**src/rtl/pipeline_hazard_ctrl_if.sv**
```systemverilog
// Hazard-control bundle between the pipeline datapath and pipeline_hazard_ctrl.
// master: datapath side (reports hazard sources, consumes stall/flush strobes).
// slave : hazard sequencer side.
interface pipeline_hazard_ctrl_if;
  logic [4:0] id_rs;
  logic [4:0] id_rt;
  logic       id_uses_rt;
  logic       ex_mem_read;
  logic [4:0] ex_rt;
  logic       ex_branch_taken;
  logic       mem_req;
  logic       mem_ready;
  logic       pc_write;
  logic       if_id_hold;
  logic       if_id_flush;
  logic       id_ex_hold;
  logic       id_ex_flush;
  logic       ex_mem_hold;
  logic       mem_err;
  logic [1:0] state;

  modport master (
    output id_rs, id_rt, id_uses_rt, ex_mem_read, ex_rt, ex_branch_taken, mem_req, mem_ready,
    input  pc_write, if_id_hold, if_id_flush, id_ex_hold, id_ex_flush, ex_mem_hold, mem_err, state
  );

  modport slave (
    input  id_rs, id_rt, id_uses_rt, ex_mem_read, ex_rt, ex_branch_taken, mem_req, mem_ready,
    output pc_write, if_id_hold, if_id_flush, id_ex_hold, id_ex_flush, ex_mem_hold, mem_err, state
  );
endinterface

```
**src/rtl/pipeline_hazard_ctrl.sv**
```systemverilog
// Stall/flush sequencer for the IF/ID, ID/EX and EX/MEM pipeline registers.
// Handles load-use stalls, taken-branch flushes and data-memory waits with a
// sticky timeout error. Strobes are combinational from state + inputs so every
// hazard is answered in the cycle it is seen.
// Optional feature: define HAZ_PERF_CNT_EN to add saturating stall/flush
// performance counters (perf_stall_cnt, perf_flush_cnt).
module pipeline_hazard_ctrl #(
  parameter int unsigned BRANCH_PENALTY = 1,
  parameter int unsigned MEM_TIMEOUT    = 255,
  parameter int unsigned CNT_W          = 8
) (
  input  logic                  clk,
  input  logic                  rst_n,
  pipeline_hazard_ctrl_if.slave bus
`ifdef HAZ_PERF_CNT_EN
  ,
  output logic [31:0]           perf_stall_cnt,
  output logic [31:0]           perf_flush_cnt
`endif
);

  typedef enum logic [1:0] {
    ST_RUN      = 2'b00,
    ST_FLUSH    = 2'b01,
    ST_MEM_WAIT = 2'b10,
    ST_ERROR    = 2'b11
  } state_e;

  localparam logic [CNT_W-1:0] FLUSH_INIT  = CNT_W'(BRANCH_PENALTY - 1);
  localparam logic [CNT_W-1:0] TIMEOUT_C   = CNT_W'(MEM_TIMEOUT);
  localparam logic [CNT_W-1:0] CNT_ONE     = CNT_W'(1);
  localparam bit               MULTI_FLUSH = (BRANCH_PENALTY > 1);

  state_e           r_state;
  state_e           w_state_nxt;
  logic [CNT_W-1:0] r_cnt;
  logic [CNT_W-1:0] w_cnt_nxt;
  logic [CNT_W-1:0] w_cnt_inc;
  logic             r_mem_err;
  logic             w_err_nxt;

  logic w_lu;
  logic w_memstall;
  logic w_branch;

  logic w_pc_write;
  logic w_if_id_hold;
  logic w_if_id_flush;
  logic w_id_ex_hold;
  logic w_id_ex_flush;
  logic w_ex_mem_hold;

  // Hazard detection terms
  assign w_lu = bus.ex_mem_read && (bus.ex_rt != 5'd0) &&
                ((bus.ex_rt == bus.id_rs) || (bus.id_uses_rt && (bus.ex_rt == bus.id_rt)));
  assign w_memstall = bus.mem_req && !bus.mem_ready;
  assign w_branch   = bus.ex_branch_taken;
  assign w_cnt_inc  = (r_cnt == {CNT_W{1'b1}}) ? r_cnt : r_cnt + CNT_ONE;

  // State, counter and sticky error registers
  always_ff @(posedge clk or negedge rst_n) begin
    if (!rst_n) begin
      r_state   <= ST_RUN;
      r_cnt     <= '0;
      r_mem_err <= 1'b0;
    end else begin
      r_state   <= w_state_nxt;
      r_cnt     <= w_cnt_nxt;
      r_mem_err <= w_err_nxt;
    end
  end

  // Next-state / counter logic; priority memstall > branch > load-use
  always_comb begin
    w_state_nxt = r_state;
    w_cnt_nxt   = r_cnt;
    w_err_nxt   = r_mem_err;
    case (r_state)
      ST_RUN, ST_MEM_WAIT: begin
        if (w_memstall) begin
          if (r_state == ST_RUN) begin
            w_state_nxt = ST_MEM_WAIT;
            w_cnt_nxt   = CNT_ONE;
          end else if (r_cnt >= TIMEOUT_C) begin
            w_state_nxt = ST_ERROR;
            w_err_nxt   = 1'b1;
          end else begin
            w_cnt_nxt = w_cnt_inc;
          end
        end else begin
          // Release cycle of a wait behaves exactly like RUN
          w_state_nxt = ST_RUN;
          w_cnt_nxt   = '0;
          if (w_branch && MULTI_FLUSH) begin
            w_state_nxt = ST_FLUSH;
            w_cnt_nxt   = FLUSH_INIT;
          end
        end
      end
      ST_FLUSH: begin
        // A stall freezes the flush countdown; a new branch restarts it
        if (!w_memstall) begin
          if (w_branch) begin
            if (MULTI_FLUSH) begin
              w_cnt_nxt = FLUSH_INIT;
            end else begin
              w_state_nxt = ST_RUN;
              w_cnt_nxt   = '0;
            end
          end else if (r_cnt <= CNT_ONE) begin
            w_state_nxt = ST_RUN;
            w_cnt_nxt   = '0;
          end else begin
            w_cnt_nxt = r_cnt - CNT_ONE;
          end
        end
      end
      ST_ERROR: begin
        w_state_nxt = ST_ERROR;
        w_err_nxt   = 1'b1;
      end
      default: begin
        w_state_nxt = ST_RUN;
        w_cnt_nxt   = '0;
      end
    endcase
  end

  // Stall/flush strobes for the current cycle
  always_comb begin
    w_pc_write    = 1'b1;
    w_if_id_hold  = 1'b0;
    w_if_id_flush = 1'b0;
    w_id_ex_hold  = 1'b0;
    w_id_ex_flush = 1'b0;
    w_ex_mem_hold = 1'b0;
    if ((r_state == ST_ERROR) || w_memstall) begin
      w_pc_write    = 1'b0;
      w_if_id_hold  = 1'b1;
      w_id_ex_hold  = 1'b1;
      w_ex_mem_hold = 1'b1;
    end else if (w_branch) begin
      // A dependent instruction behind a taken branch is discarded, not stalled
      w_if_id_flush = 1'b1;
      w_id_ex_flush = 1'b1;
    end else if (r_state == ST_FLUSH) begin
      // ID holds a squashed slot during the penalty, so load-use is moot
      w_if_id_flush = 1'b1;
    end else if (w_lu) begin
      w_pc_write    = 1'b0;
      w_if_id_hold  = 1'b1;
      w_id_ex_flush = 1'b1;
    end
  end

  assign bus.pc_write    = w_pc_write;
  assign bus.if_id_hold  = w_if_id_hold;
  assign bus.if_id_flush = w_if_id_flush;
  assign bus.id_ex_hold  = w_id_ex_hold;
  assign bus.id_ex_flush = w_id_ex_flush;
  assign bus.ex_mem_hold = w_ex_mem_hold;
  assign bus.mem_err     = r_mem_err;
  assign bus.state       = r_state;

`ifdef HAZ_PERF_CNT_EN
  logic [31:0] r_perf_stall;
  logic [31:0] r_perf_flush;

  // Saturating counts of stalled-PC cycles and IF/ID flush cycles
  always_ff @(posedge clk or negedge rst_n) begin
    if (!rst_n) begin
      r_perf_stall <= '0;
      r_perf_flush <= '0;
    end else begin
      if (!w_pc_write && (r_perf_stall != 32'hFFFF_FFFF)) begin
        r_perf_stall <= r_perf_stall + 32'd1;
      end
      if (w_if_id_flush && (r_perf_flush != 32'hFFFF_FFFF)) begin
        r_perf_flush <= r_perf_flush + 32'd1;
      end
    end
  end

  assign perf_stall_cnt = r_perf_stall;
  assign perf_flush_cnt = r_perf_flush;
`endif

endmodule
```
**src/flat_wrapper.sv**
```systemverilog
// flat-port wrapper written by rule: the top's interface ports become plain ports
module pipeline_hazard_ctrl_flat 
#(
  parameter int unsigned BRANCH_PENALTY = 1,
  parameter int unsigned MEM_TIMEOUT    = 255,
  parameter int unsigned CNT_W          = 8
)
  (clk, rst_n, bus_id_rs, bus_id_rt, bus_id_uses_rt, bus_ex_mem_read, bus_ex_rt, bus_ex_branch_taken, bus_mem_req, bus_mem_ready, bus_pc_write, bus_if_id_hold, bus_if_id_flush, bus_id_ex_hold, bus_id_ex_flush, bus_ex_mem_hold, bus_mem_err, bus_state);
  pipeline_hazard_ctrl_if bus_i ();
  input  logic clk;
  input  logic rst_n;
  input wire logic [$bits(bus_i.id_rs)-1:0] bus_id_rs;
  input wire logic [$bits(bus_i.id_rt)-1:0] bus_id_rt;
  input wire logic [$bits(bus_i.id_uses_rt)-1:0] bus_id_uses_rt;
  input wire logic [$bits(bus_i.ex_mem_read)-1:0] bus_ex_mem_read;
  input wire logic [$bits(bus_i.ex_rt)-1:0] bus_ex_rt;
  input wire logic [$bits(bus_i.ex_branch_taken)-1:0] bus_ex_branch_taken;
  input wire logic [$bits(bus_i.mem_req)-1:0] bus_mem_req;
  input wire logic [$bits(bus_i.mem_ready)-1:0] bus_mem_ready;
  output wire logic [$bits(bus_i.pc_write)-1:0] bus_pc_write;
  output wire logic [$bits(bus_i.if_id_hold)-1:0] bus_if_id_hold;
  output wire logic [$bits(bus_i.if_id_flush)-1:0] bus_if_id_flush;
  output wire logic [$bits(bus_i.id_ex_hold)-1:0] bus_id_ex_hold;
  output wire logic [$bits(bus_i.id_ex_flush)-1:0] bus_id_ex_flush;
  output wire logic [$bits(bus_i.ex_mem_hold)-1:0] bus_ex_mem_hold;
  output wire logic [$bits(bus_i.mem_err)-1:0] bus_mem_err;
  output wire logic [$bits(bus_i.state)-1:0] bus_state;
  assign bus_i.id_rs = bus_id_rs;
  assign bus_i.id_rt = bus_id_rt;
  assign bus_i.id_uses_rt = bus_id_uses_rt;
  assign bus_i.ex_mem_read = bus_ex_mem_read;
  assign bus_i.ex_rt = bus_ex_rt;
  assign bus_i.ex_branch_taken = bus_ex_branch_taken;
  assign bus_i.mem_req = bus_mem_req;
  assign bus_i.mem_ready = bus_mem_ready;
  assign bus_pc_write = bus_i.pc_write;
  assign bus_if_id_hold = bus_i.if_id_hold;
  assign bus_if_id_flush = bus_i.if_id_flush;
  assign bus_id_ex_hold = bus_i.id_ex_hold;
  assign bus_id_ex_flush = bus_i.id_ex_flush;
  assign bus_ex_mem_hold = bus_i.ex_mem_hold;
  assign bus_mem_err = bus_i.mem_err;
  assign bus_state = bus_i.state;
  pipeline_hazard_ctrl #(.BRANCH_PENALTY(BRANCH_PENALTY), .MEM_TIMEOUT(MEM_TIMEOUT), .CNT_W(CNT_W)) u_core (.clk(clk), .rst_n(rst_n), .bus(bus_i));
endmodule
```
**config.mk**
```make
export PLATFORM = sky130hd
export DESIGN_NAME = pipeline_hazard_ctrl_flat
export DESIGN_NICKNAME = d
export VERILOG_FILES = /design/src/rtl/pipeline_hazard_ctrl_if.sv /design/src/rtl/pipeline_hazard_ctrl.sv /design/src/flat_wrapper.sv
export SDC_FILE = /design/constraint.sdc
export NUM_CORES = 1
export LEC_CHECK = 0
export ABC_AREA = 1
export BUFFER_PORTS_ARGS = -buffer_cell sky130_fd_sc_hd__buf_2
export CAP_MARGIN = 20
export CORE_MARGIN = 8
export CORE_UTILIZATION = 47
export DETAILED_ROUTE_END_ITERATION = 8
export GPL_ROUTABILITY_DRIVEN = 0
export PLACE_DENSITY = 0.76
export SLEW_MARGIN = 25
export SYNTH_ARGS = -nofsm -noshare
export SYNTH_HDL_FRONTEND = slang
export SYNTH_SLANG_ARGS = --single-unit
```
**constraint.sdc**
```tcl
create_clock -name clk -period 1.3 [get_ports clk]
set_input_delay 0.065 -clock clk [delete_from_list [all_inputs] [get_ports clk]]
set_output_delay 0.065 -clock clk [all_outputs]
set_load 0.05 [all_outputs]
```
==> results of run 1 <==
[cells in the mapped netlist]
cell type	n	area, sq um
nand2_1	73	274
inv_1	31	116
nor2_1	20	75.1
nand3_1	15	75.1
dfrtp_1	11	275
o21ai_0	11	55.1
nand2_2	6	37.5
inv_2	4	15.0
nand4_1	4	25.0
a21oi_1	3	15.0
buf_4	3	22.5
ha_1	3	37.5
o21ai_2	3	26.3
xnor2_1	3	26.3
xor2_1	2	17.5
buf_6	1	11.3
nand3_2	1	10.0
nand3_4	1	17.5
nor2_2	1	6.26
nor2_4	1	11.3
nor3_1	1	5.00
nor3_4	1	16.3
o211ai_1	1	7.51
o21ai_1	1	5.00
o22ai_1	1	6.26
or2_2	1	6.26
[power by group]
part           switching (mW)  internal, mW  leakage [nW]
Clock                   0.131         0.119        0.0150
Sequential            0.00782         0.347         0.142
Combinational           0.200         0.136         0.948
[metal layers]
layer	vias to the layer above	GRT usage, %
met5	-	0
met4	0	7.73
met3	17	3.39
met2	62	33.4
met1	730	18.1
li1	759	-
[per-stage QoR]
step / hold slack (ns) / utilization [%] / instance area, sq um
floorplan: -0.231 / - / 1270
global placement: -0.0511 / 65.8 / 1620
detailed placement: -0.0502 / 65.8 / 1620
CTS: 0.131 / 74.4 / 1830
global route: 0.181 / 79.0 / 1940
finish: 0.155 / 79.0 / 1940
[final cells by class]
| type | instances | area, sq um | share of cell area (%) |
|---|---|---|---|
| sequential | 11 | 279 | 14.4 |
| clock buffer | 4 | 26.3 | 1.35 |
| tap | 30 | 37.5 | 1.94 |
| inverter | 35 | 149 | 7.68 |
| multi-input combinational | 154 | 990 | 51.0 |
| timing repair buffer | 65 | 458 | 23.6 |
[state kept, by name, indices dropped and copies added (netlist names), named ones only]
name,cells
u_core.r_cnt,8
u_core.bus.state,1
u_core.bus.mem_err,1
[cells in the final DEF, fill, tap and decap left out, types with 4 or more instances in the layout]
| master | count |
|---|---|
| nand2_4 | 5 |
| buf_6 | 6 |
| buf_4 | 32 |
| nand3_2 | 4 |
| dfrtp_1 | 8 |
| nor2_1 | 15 |
| o21ai_2 | 10 |
| inv_1 | 24 |
| nor2_4 | 5 |
| nand4_1 | 4 |
| nand2_2 | 15 |
| nand3_1 | 11 |
| buf_2 | 25 |
| inv_2 | 7 |
| nand2_1 | 60 |
| o21ai_0 | 4 |
[repair_timing]
action | 4_1_cts | 5_1_grt
pin swaps | 13 | 20
hold buffers | 1 | 0
buffers inserted | 4 | 6
gates cloned | 1 | 0
endpoints found under the setup margin | 17 | 17
gates resized for setup | 44 | 20
hold endpoints to repair | 11 | 0
[cells by family after synthesis]
family / after synthesis / synth area share (%)
AO/OA/AOI/OAI: 20 / 9.62
XOR/XNOR: 5 / 3.66
adder cells (fa/ha/maj): 3 / 3.14
buffers and inverters: 39 / 13.8
flip-flops: 11 / 23.0
AND/OR/NAND/NOR: 125 / 46.8
[tightest hold or removal path, stage by stage]
cell     delay (ns)
buf_2          0.11
nor2_4         0.06
nand4_1        0.09
nand2_1        0.06
[worst paths after layout]
path	to	slack, ns	depth (start not counted)
max	flop	-0.26	9
min	flop	0.16	4
max reg2reg	flop	-0.26	9
min reg2reg	u_core.bus.mem_err	0.50	1
max in group asynchronous	asynchronous set/reset pin	0.89	2
min in group asynchronous	u_core.r_cnt[5]	0.17	2
==> results.cfg, run 1 <==
[power_and_ir_drop]
design_power_total_mw = 0.941
power.ir.vdd_worst_mv = 0.567
cellPowerDensity_mw_per_mm2 = 485
cellLeakagePower_nw = 1.11

[worst_setup_path]
rr_startpoint = u_core.r_cnt[1]
timing.critical_path.mode_cell = nand2_4
critPathBufInv = 1
critPathKind = reg -> reg
arrival_ns = 1.72
crit_family = simple AND/OR/NAND/NOR gates
critPathMaxFanout = 4
cpMaxStageDelayCell = dfrtp_1
worstPathCellList = inv_2 -> ha_4 -> nor2_2 -> nor2_1 -> nand2_2 -> nand2_4 -> nand2_4 -> o21ai_2 -> nand2_1
timing.critical_path.slowest_cell_delay_ns = 0.43
setup.worst_path.start_class = flop
setup.worst_path.start = u_core.r_cnt[1]
timing.critical_path.required_ns = 1.46
critical_path_end_type = flop

[routing]
vias = 1568
final_wl_microns = 4600
routed.top_layer = met4
drt-met1-wl_microns = 1730
wl_per_cell_microns = 15.4
avgViaCountPerCell = 5.24
ant_nets = 0
dr.first_iter.drc_count = 126
drc_errors = 0
met3WireLength_microns = 337
detail_route.first_pass.iterations = 4
wl_met2_microns = 2380

[synth]
ys_warn_count = 0
synth.cell_area_sq_mm = 0.00120
synth-seq-cells = 11
post_synth_num_cell_types = 26
mappedNetlistNets = 228
seq_area_frac_synth_pct = 23.0
syn-mean-instance-area_sq_um = 5.89
cells_after_synthesis = 203

[clock_network]
cts_num_sinks = 11
tritoncts = yes
clkTransAtPathRegs_ns = 0.07
cts_root_buffer = clkbuf_4
clock_latency_late_sink_ns = 0.29
clock_tree.htree_level_count = 1
cts-root-to-sink-buffers = 2
cts_buffers = 3

[global_route]
gr-usage-all-layers_pct = 17.6
grt_max_degree = 12
initial_antenna_violation_count = 0
vias_in_the_first_global_route = 1450
wire_length_of_the_first_global_routing_pass_microns = 6090
globalRouteOverflowTotal = 0

[timing]
finalCritPeriodShare_pct = 120
finalSetupViolations = 17
grt_setup_unrepaired = true
timing_hold_violations_final = 0
fmaxAchievable_mhz = 642
timing.slew.headroom_pct = 79.9
timing.final.ws_setup_ns = -0.259
report.final.slew_viol_count = 0
timing.setup.tns_ns = -3.10
finClkSkew_ns = 0.00878
max_slew.worst_pin.slew_ns = 0.298
final.min_clock_period_ns = 1.56

[floorplanning]
rows = 18
floorplan.initialDensity_pct = 48.7
die_height_microns = 66.4
floorplan.die.width_microns = 66.4
io_pins = 31
core_area_sq_mm = 0.00245
design.die.area_sq_mm = 0.00441

[final_layout]
fillers = 161
syn_to_final_growth_pct = 62.1
drive_above_1_share_pct = 49.8
antenna_cells_inserted = 0
nNetsFinal = 295
final_cell_count_no_fill = 299

[outcome]
violations = negative setup slack
status = finished, violations left

[place]
dp_hpwl_microns = 2570
post-place-ws_ns = -0.116
numPortBuffers = 30
placed_insts = 284

[hold_path]
hold_path_class = in -> reg
hp-start = bus_mem_ready

[flow_run]
max_cap_viol_count = 0
No activity file was read; power rests on OpenSTA's default activity.
==> run 2: changes to the inputs <==
--- a/config.mk
+++ b/config.mk
@@ -6,13 +6,13 @@
 export NUM_CORES = 1
 export LEC_CHECK = 0
 export ABC_AREA = 1
-export BUFFER_PORTS_ARGS = -buffer_cell sky130_fd_sc_hd__buf_2
+export BUFFER_PORTS_ARGS = -buffer_cell sky130_fd_sc_hd__buf_4
 export CAP_MARGIN = 20
 export CORE_MARGIN = 8
-export CORE_UTILIZATION = 47
+export CORE_UTILIZATION = 53
 export DETAILED_ROUTE_END_ITERATION = 8
 export GPL_ROUTABILITY_DRIVEN = 0
-export PLACE_DENSITY = 0.76
+export PLACE_DENSITY = 0.81
 export SLEW_MARGIN = 25
 export SYNTH_ARGS = -nofsm -noshare
 export SYNTH_HDL_FRONTEND = slang
==> constraint.sdc (replaced) <==
create_clock -name clk -period 1.64 [get_ports clk]
set_input_delay 0.082 -clock clk [delete_from_list [all_inputs] [get_ports clk]]
set_output_delay 0.082 -clock clk [all_outputs]
set_load 0.05 [all_outputs]
==> results.cfg, run 2 (synthesized netlist as in run 1, its figures left out) <==
[worst_setup_path]
timing.critical_path.slowest_cell_delay_ns = 0.43
timing.critical_path.required_ns = 1.85
critical_path_end_type = flop
arrival_ns = 1.79
critPathKind = reg -> reg
cpMaxStageDelayCell = dfrtp_1
setup.worst_path.start_class = flop
worstPathCellList = inv_1 -> ha_2 -> nor2_1 -> nor2_1 -> nand2_1 -> nand2_4 -> o21ai_0 -> nand2_2 -> o21ai_2
timing.critical_path.mode_cell = nor2_1
critPathMaxFanout = 9

[timing]
finalSetupViolations = 0
fmaxAchievable_mhz = 634
finClkSkew_ns = 0.00128
finalCritPeriodShare_pct = 96.1
finalHoldWorstSlack_ns = 0.130
timing.slew.headroom_pct = 82.4
max_slew.worst_pin.slew_ns = 0.264
timing_hold_violations_final = 0
report.final.slew_viol_count = 0
final.min_clock_period_ns = 1.58
timing.final.ws_setup_ns = 0.0635

[power_and_ir_drop]
cellPowerDensity_mw_per_mm2 = 457
design_power_total_mw = 0.697
cellLeakagePower_nw = 0.916
power.ir.vdd_worst_mv = 0.349

[routing]
final_wl_microns = 3400
wl_per_cell_microns = 12.8
ant_nets = 0
avgViaCountPerCell = 5.11
dr.first_iter.drc_count = 137
vias = 1355
detail_route.first_pass.iterations = 4
drc_errors = 0

[final_layout]
flip_flop_count_of_the_largest_register_after_layout = 8
reg_area_sq_um = 278
nNetsFinal = 263
mostFrequentLayoutCells = nand2_1 (71), buf_4 (31), inv_1 (28)
postLayoutCellArea_sq_mm = 0.00153
syn_to_final_growth_pct = 27.5
registers.top_by_ff_count = u_core.r_cnt
drive_above_1_share_pct = 27.8
multi_input_area_sq_um = 786
antenna_cells_inserted = 0
fillers = 190
most_common_library_cell_in_the_layout_ignoring_fill_and_taps = nand2_1

[global_route]
gr-usage-all-layers_pct = 16.9
globalRouteOverflowTotal = 0
global_route.usage.met1_pct = 18.6
grt_max_degree = 12
vias_in_the_first_global_route = 1335
initial_antenna_violation_count = 0
grt.busiest_layer = met2
gr-usage-met3_pct = 4.77
wire_length_of_the_first_global_routing_pass_microns = 5800
grt_util_met2_pct = 30.4

[floorplanning]
rows = 17
design.die.area_sq_mm = 0.00403
floorplan.die.width_microns = 63.5
floorplan.initialDensity_pct = 55.1
core_area_sq_mm = 0.00217
io_pins = 31
die_height_microns = 63.5

[clock_network]
cts-root-to-sink-buffers = 2
clkTransAtPathRegs_ns = 0.08
cts_buffers = 3
clock_latency_late_sink_ns = 0.28
clock_tree.htree_level_count = 1
tritoncts = yes
cts_num_sinks = 11
cts_root_buffer = clkbuf_4

[outcome]
status = finished clean

[place]
numPortBuffers = 30
dp_hpwl_microns = 2660
post-place-ws_ns = 0.0299
detailed_place.area_sq_mm = 0.00146

[hold_path]
hold_path_class = in -> reg

[flow_run]
max_cap_viol_count = 0
## run 2: cell count changes in the layout (fill, tap and decap cells not counted), sizes merged
cell      before  now
inv           33   34
clkinvlp       2    1
buf           64   33
nand2         80   79
## run 2: path summary, 6_finish.rpt
| kind | startpoint | endpoint | slack [ns] | cells past startpoint |
|---|---|---|---|---|
| max | u_core.r_cnt[0] | u_core.r_cnt[0] | 0.06 | 9 |
| min | bus_mem_ready | flop | 0.13 | 4 |
| max reg2reg | u_core.r_cnt[0] | u_core.r_cnt[0] | 0.06 | 9 |
| min reg2reg | u_core.bus.mem_err | u_core.bus.mem_err | 0.48 | 1 |
| max in group asynchronous | rst_n | u_core.bus.state[0] | 1.32 | 2 |
| min in group asynchronous | rst_n | asynchronous set/reset pin | 0.16 | 2 |
## run 2: critical path, delay by kind of cell (launching register included)
family	cells	cell delay, ns
flip-flops	1	0.43
AND/OR/NAND/NOR	5	0.49
adder cells (fa/ha/maj)	1	0.22
buffers and inverters	1	0.10
AO/OA/AOI/OAI	2	0.28
## run 2: layer usage
metal | part of all wire, % | routed length [microns] | vias to the layer above
met4 | 0.85 | 29 | 0
li1 | - | - | 698
met3 | 6.2 | 210 | 5
met1 | 42 | 1430 | 615
met2 | 51 | 1730 | 37
met5 | 0 | 0 | -
## run 2: layout make-up
| class | count | area share [%] |
|---|---|---|
| multi-input combinational | 153 | 51.5 |
| sequential | 11 | 18.2 |
| timing repair buffer | 34 | 17.4 |
| inverter | 35 | 8.86 |
| tap | 28 | 2.30 |
| clock buffer | 4 | 1.72 |
## run 2: metrics by stage
stage                     setup TNS (ns)  std cells  utilization (%)
after global routing              -0.207        265             70.3
after floorplan                  -0.0333        203                -
final                                  0        265             70.3
after detailed placement               0        259             67.4
after CTS                              0        264             69.1
after global placement                 0        259             67.4
## run 2: what timing repair did
| item | 4_1_cts | 5_1_grt |
|---|---|---|
| hold buffers | 1 | 0 |
| hold endpoints to repair | 11 | 0 |
| setup buffers | 0 | 1 |
| setup endpoints to repair | 2 | 12 |
| resized for setup | 1 | 7 |
## run 2: report_power, final
group	switching [mW]	internal, mW
combinational	0.129	0.0908
sequential	0.00439	0.274
clock	0.103	0.0945
total	0.237	0.460
